==> src/rtl/gray_updown.sv <==
// gray_updown: up/down counter that presents the count as both a binary and a
// Gray-coded value, with sticky overflow/underflow flags and a one-cycle wrap pulse.
//
// Parameters
//   WIDTH      counter width in bits (2..16)
//   INIT       binary count loaded while reset is asserted (must be < 2**WIDTH)
//
// Ports
//   Clk        rising-edge clock for all state
//   Reset      asynchronous, active-low reset
//   En         count enable
//   Up         direction: 1 = increment, 0 = decrement
//   Load       synchronous load strobe (has priority over En)
//   LoadValue  binary value taken on Load
//   Clr        synchronous clear of the sticky flags (a same-edge event wins)
//   Output     registered Gray code of the count
//   Count      registered binary count
//   Overflow   sticky: an up-count passed the maximum
//   Underflow  sticky: a down-count passed zero
//   Wrap       one-cycle pulse after an overflow or underflow event
//
// Configuration
//   GRAY_SATURATE_EN  when defined, the count clamps at the boundary instead of
//                     wrapping; flags and Wrap behave identically in both modes.

module gray_updown #(
    parameter int unsigned WIDTH = 3,
    parameter int unsigned INIT  = 0
) (
    input  logic             Clk,
    input  logic             Reset,
    input  logic             En,
    input  logic             Up,
    input  logic             Load,
    input  logic [WIDTH-1:0] LoadValue,
    input  logic             Clr,
    output logic [WIDTH-1:0] Output,
    output logic [WIDTH-1:0] Count,
    output logic             Overflow,
    output logic             Underflow,
    output logic             Wrap
);

`ifdef GRAY_SATURATE_EN
    localparam bit SATURATE = 1'b1;
`else
    localparam bit SATURATE = 1'b0;
`endif

    localparam logic [WIDTH-1:0] INIT_BIN  = WIDTH'(INIT);
    localparam logic [WIDTH-1:0] INIT_GRAY = INIT_BIN ^ (INIT_BIN >> 1);
    localparam logic [WIDTH-1:0] MAX_BIN   = {WIDTH{1'b1}};

    logic [WIDTH-1:0] count_q, count_d;
    logic [WIDTH-1:0] gray_q,  gray_d;
    logic             ovf_q,   ovf_d;
    logic             unf_q,   unf_d;
    logic             wrap_q,  wrap_d;

    logic             step_up;
    logic             step_dn;
    logic             ovf_event;
    logic             unf_event;

    // Next-state logic. Load masks the count step entirely, so a load can never
    // raise an event, touch the flags (other than via Clr) or produce Wrap.
    always_comb begin
        step_up   = ~Load & En & Up;
        step_dn   = ~Load & En & ~Up;
        ovf_event = step_up & (count_q == MAX_BIN);
        unf_event = step_dn & (count_q == '0);

        count_d = count_q;
        if (Load) begin
            count_d = LoadValue;
        end else if (SATURATE && (ovf_event || unf_event)) begin
            count_d = count_q;
        end else if (step_up) begin
            count_d = count_q + 1'b1;
        end else if (step_dn) begin
            count_d = count_q - 1'b1;
        end

        // Gray is derived from the next binary value so both registers always
        // describe the same count, with no input-to-output combinational path.
        gray_d = count_d ^ (count_d >> 1);

        // Clear first, then let a same-edge event set the flag again.
        ovf_d  = ovf_event | (ovf_q & ~Clr);
        unf_d  = unf_event | (unf_q & ~Clr);
        wrap_d = ovf_event | unf_event;
    end

    always_ff @(posedge Clk or negedge Reset) begin
        if (!Reset) begin
            count_q <= INIT_BIN;
            gray_q  <= INIT_GRAY;
            ovf_q   <= 1'b0;
            unf_q   <= 1'b0;
            wrap_q  <= 1'b0;
        end else begin
            count_q <= count_d;
            gray_q  <= gray_d;
            ovf_q   <= ovf_d;
            unf_q   <= unf_d;
            wrap_q  <= wrap_d;
        end
    end

    assign Count     = count_q;
    assign Output    = gray_q;
    assign Overflow  = ovf_q;
    assign Underflow = unf_q;
    assign Wrap      = wrap_q;

endmodule

==> config.mk <==
export PLATFORM = sky130hd
export DESIGN_NAME = gray_updown
export DESIGN_NICKNAME = d
export VERILOG_FILES = /design/src/rtl/gray_updown.sv
export SDC_FILE = /design/constraint.sdc
export NUM_CORES = 1
export LEC_CHECK = 0
export ABC_AREA = 1
export BUFFER_PORTS_ARGS = -buffer_cell sky130_fd_sc_hd__buf_4
export CORE_AREA = 10 10 47 49
export CTS_BUF_LIST = sky130_fd_sc_hd__clkbuf_16
export CTS_CLUSTER_DIAMETER = 120
export DETAILED_ROUTE_END_ITERATION = 16
export DIE_AREA = 0 0 57 59
export PLACE_DENSITY = 0.75
export SKIP_LAST_GASP = 1
export SYNTH_ARGS = -nofsm -noshare
export SYNTH_HDL_FRONTEND = slang
export SYNTH_SLANG_ARGS = --single-unit
export TNS_END_PERCENT = 100
==> constraint.sdc <==
create_clock -name Clk -period 1.3 [get_ports Clk]
set_input_delay 0.26 -clock Clk [delete_from_list [all_inputs] [get_ports Clk]]
set_output_delay 0.26 -clock Clk [all_outputs]
set_load 0.05 [all_outputs]
* Word level (Yosys, flattened, before mapping)
Cells that the tools add are included.
Cells by class: bitwise operators 14, muxes and demuxes 3, add/sub/neg operators 2, reduce and logical (&&, ||, !) cells 1, eq/ne operators 1
Operators by type and width (number):
- $mux 3 | 3
- $and 1x1->1 | 7
- $add 3x1->3 const B | 1
- $eq 3x3->1 const B | 1
- $logic_not 3->1 | 1
- $not 1->1 | 3
- $or 1x1->1 | 3
- $sub 3x1->3 const B | 1
- $xor 3x2->3 | 1
Storage, ports and cells: output and inout bits 9, flip-flop bits (word level) 9, logic and storage cells 26, bits of input ports 9

* Longest topological paths before layout
word-level depth 7, gate-level depth with buffers 10

* Worst setup path after synthesis
No wires, ideal clock.
path type flip-flop to flip-flop, from reg count_q[0] (netlist: Count[0]), to reg gray_q[1] (netlist: Output[1]), data arrival time 1529 ps, period minus slack after synthesis 1646 ps, slack -346 ps, cell stages (with the launch flop) 7, path buffers 0, cell sequence dfrtp_1 > ha_1 > ha_1 > a31oi_1 > a21oi_2 > nand2_1 > nand2_1
On the way: longest elaborated chain between the ends 5, elaborated cells on any way between the ends 6, classes of those cells add/sub: 2; mux: 3; bitwise: 1
RTL lines:
- start, declared | line 54 | logic [WIDTH-1:0] count_q, count_d;
- start signal, assigned | line 102 | count_q <= count_d;
- $sub 3x1->3 | line 81 | count_d = count_q - 1'b1;
- $mux 3 | line 80 | end else if (step_dn) begin
- $mux 3 (*) | line 78 | end else if (step_up) begin
- $mux 3 (*) | line 74 | if (Load) begin
- named net count_d[2] | line 54
- $xor 3x2->3 (*) | line 86 | gray_d = count_d ^ (count_d >> 1);
- named net gray_d[1] | line 55 | logic [WIDTH-1:0] gray_q, gray_d;
- end signal, assigned | line 103 | gray_q <= gray_d;
- end, declared | line 55
The timed path passes the listed nets; every way through them passes the cells marked *.

* Worst setup path in the final report
from reg count_q[1] (netlist: Count[1]), to reg gray_q[0] (netlist: Output[0])
The elaborated chain is that of the path after synthesis.

==> results.py <==
metrics = {
    "yosys": {
        "yosysSeqAreaShare_pct": 42.11,
        "synth_fa_ha_area_share_pct": 10.53,
        "ys_warn_count": 0,
        "synth_top_family_by_area": "simple AND/OR/NAND/NOR gates",
        "syn_nets": 70,
        "syn_inst": 57,
        "synth-compound-area-share_pct": 7.632,
        "synthSimpleGateAreaFrac_pct": 25.26,
        "ys_types": 18,
        "synth_seq_cells": 8,
        "syn_area_um2": 475.5,
        "muxShareOfSynthArea_pct": 0,
        "synth_xor_area_share_pct": 1.842,
        "syn_area_per_cell_um2": 8.341,
    },
    "cts": {
        "cts_sinks": 8,
        "cts_inserted_buffers": 3,
        "path_clk_slew_ps": 40,
        "cts_tree": "done",
        "clk_latency_ps": 230,
        "cts.path.max_buffers": 2,
        "cts.htree.levels": 1,
        "cts_root_buf": "clkbuf_16",
        "cts-resized-gates": 0,
    },
    "place": {
        "numPortBuffers": 17,
        "placed_cells": 89,
        "dpl.hpwl_um": 1055,
        "routabilityCongestion": 0.7617,
    },
    "setup_path": {
        "cp_top_family": "flip-flops",
        "r2r_start": "Count[1]",
        "rr_endpoint": "Output[0]",
        "crit_top_cell": "nand2_1",
        "start_kind": "flop",
        "max_stage_delay_ps": 430,
        "worstSetupPathType": "reg2reg",
        "cp_max_fo": 4,
        "worstPathArrival_ps": 1400,
        "reg2reg_slack_ps": 20,
        "r2r.worst_path.cells": 10,
        "cp_slowest_cell": "dfrtp_2",
        "end_kind": "flop",
        "crit_buf_inv": 3,
        "cp.required_ps": 1410,
        "worstPathCellList": "inv_2 -> ha_4 -> inv_2 -> nand2_1 -> nand2_1 -> nand2_1 -> nand2_2 -> inv_2 -> nand2_1 -> nand2_1",
    },
    "timing": {
        "finalCritPeriodShare_pct": 98.56,
        "slew_viol_final": 0,
        "slew_headroom_pct": 84.32,
        "fin_skew_ps": 5.914,
        "setup_viol": 0,
        "hold_slack_ps": 249.4,
        "min_period_ps": 1281,
        "final.setup.tns_ps": 0,
        "final_hold_viol_count": 0,
        "fmax_ghz": 0.7804,
        "worstMarginPinSlew_ps": 232.7,
        "rsz0062_at_grt": "yes",
    },
    "finish": {
        "mostFrequentLayoutCell": "buf_4",
        "drive_gt1_share_pct": 48.75,
        "finalNonFillerCells": 96,
        "syn_to_final_growth_pct": 60.53,
        "layout_common_cells": "buf_4 (20), nand2_1 (15), inv_1 (7)",
        "nets": 94,
        "num_antenna_cells": 0,
    },
    "global_route": {
        "antenna_found_initial": 0,
        "grt_max_degree": 9,
        "grt_use_total_pct": 8.798,
        "grt_pass1_wl_um": 2325,
        "grt-ovfl-total": 0,
        "grt_pass1_vias": 555,
    },
    "min_path": {
        "hp-class": "in2reg",
        "hold_end": "Overflow",
        "min_path_cells": 2,
        "hold_start": "Clr",
    },
    "die": {
        "chipHeight_um": 59,
        "die-area_mm2": 0.003363,
        "rows": 14,
        "start_util_pct": 33.93,
        "die_w_um": 57,
        "core_area_mm2": 0.001401,
        "io_pins": 18,
    },
    "drt": {
        "num_vias": 448,
        "initialDrtViolationCount": 7,
        "first_pass_iters": 3,
        "wl_per_cell_um": 13.64,
        "wirelength_um": 1309,
        "detail-route-antenna-nets": 0,
        "via_per_inst": 4.667,
        "drc_errors": 0,
    },
    "pwr": {
        "p_leak_nw": 0.3890,
        "ir_drop_uv": 712.3,
        "p_per_area_mw_per_mm2": 1608,
    },
    "run_status": {
        "status": "completed",
    },
    "job": {
        "maxCapViolations": 0,
    },
}
-- kinds of logic after synthesis --
logic type                 count (synthesis)
and+or+nand+nor                           25
AOI/OAI and AO/OA                          6
buffers and inverters                     13
DFF                                        8
xor gates and xnor gates                   1
adders and majority gates                  4
-- Yosys cell counts --
cell	instances	share of area, %
nand3b_1	2	3.2
a31oi_1	1	1.3
xnor2_1	1	1.8
inv_2	2	1.6
inv_1	9	7.1
nand2_2	1	1.3
o22ai_1	1	1.3
a21oi_2	1	1.8
buf_4	1	1.6
o21ai_0	3	3.2
ha_1	4	11
buf_6	1	2.4
nand2_1	15	12
nand3_2	2	4.2
nor2_1	3	2.4
nand3_1	1	1.1
dfrtp_1	8	42
nand4_1	1	1.3
-- how the worst max path moves through the flow --
| stage | start | endpoint | slack (ps) | depth (start not counted) |
|---|---|---|---|---|
| global route | Count[1] | Output[0] | -90 | 10 |
| CTS | Count[1] | Output[0] | 2 | 10 |
| finish | Count[1] | Output[0] | 20 | 10 |
| floorplan | Count[1] | Output[1] | -80 | 10 |
| detailed placement | Count[1] | Output[1] | -6 | 10 |
| global placement | Count[1] | Output[1] | 30 | 7 |
-- power by group --
part / switching [mW] / total (mW) / leakage [nW] / internal [mW]
registers: 0.0279 / 0.311 / 0.0970 / 0.283
clock network: 0.119 / 0.519 / 0.0423 / 0.400
logic: 0.250 / 0.397 / 0.250 / 0.147
total: 0.397 / 1.23 / 0.389 / 0.830
-- area by class of cell --
cell class	instances	area, um2
tap	16	20.02
timing repair buffer	21	160.2
inverter	11	41.29
clock buffer	3	75.07
fill	138	638.1
multi-input combinational	36	259.0
clock inverter	1	3.754
sequential	8	203.9
-- through the flow --
stage | area (um2) | total power [mW] | utilization [%] | setup slack (ps)
detailed placement | 659.4 | 0.6981 | 47.05 | -6.201
floorplan | 523.0 | 0.5776 | - | -80.08
global placement | 659.4 | 0.6800 | 47.05 | 32.40
global route | 763.2 | 1.298 | 54.46 | -86.30
finish | 763.2 | 1.227 | 54.46 | 18.66
CTS | 763.2 | 1.245 | 54.46 | 2.075
-- routing by layer --
metal / track usage [%] / wire length (um) / share of wire [%] / up-vias
li1: - / - / - / 221
met1: 8.252 / 469 / 36 / 199
met2: 13.95 / 667 / 51 / 20
met3: 3.219 / 106 / 8.1 / 8
met4: 9.732 / 65 / 5.0 / 0
met5: 0 / 0 / 0 / -
-- sequential cells by signal, summed over array words and instances (netlist names) --
register and flops:
Count 3, Output 2, Overflow 1, Underflow 1, Wrap 1
-- worst reg2reg max path, cell delays in order (launching register included) --
cell and delay (ps):
dfrtp_2 430, inv_2 90, ha_4 200, inv_2 40, nand2_1 40, nand2_1 60
nand2_1 60, nand2_2 100, inv_2 50, nand2_1 50, nand2_1 50
-- repair_timing --
item | in CTS | in global routing
setup buffers | 2 | 0
pin swaps | 1 | 0
hold endpoints to repair | 8 | 0
endpoints found under the setup margin | 2 | 3
hold buffers | 1 | 0
Power figures use the tool's default switching activity.
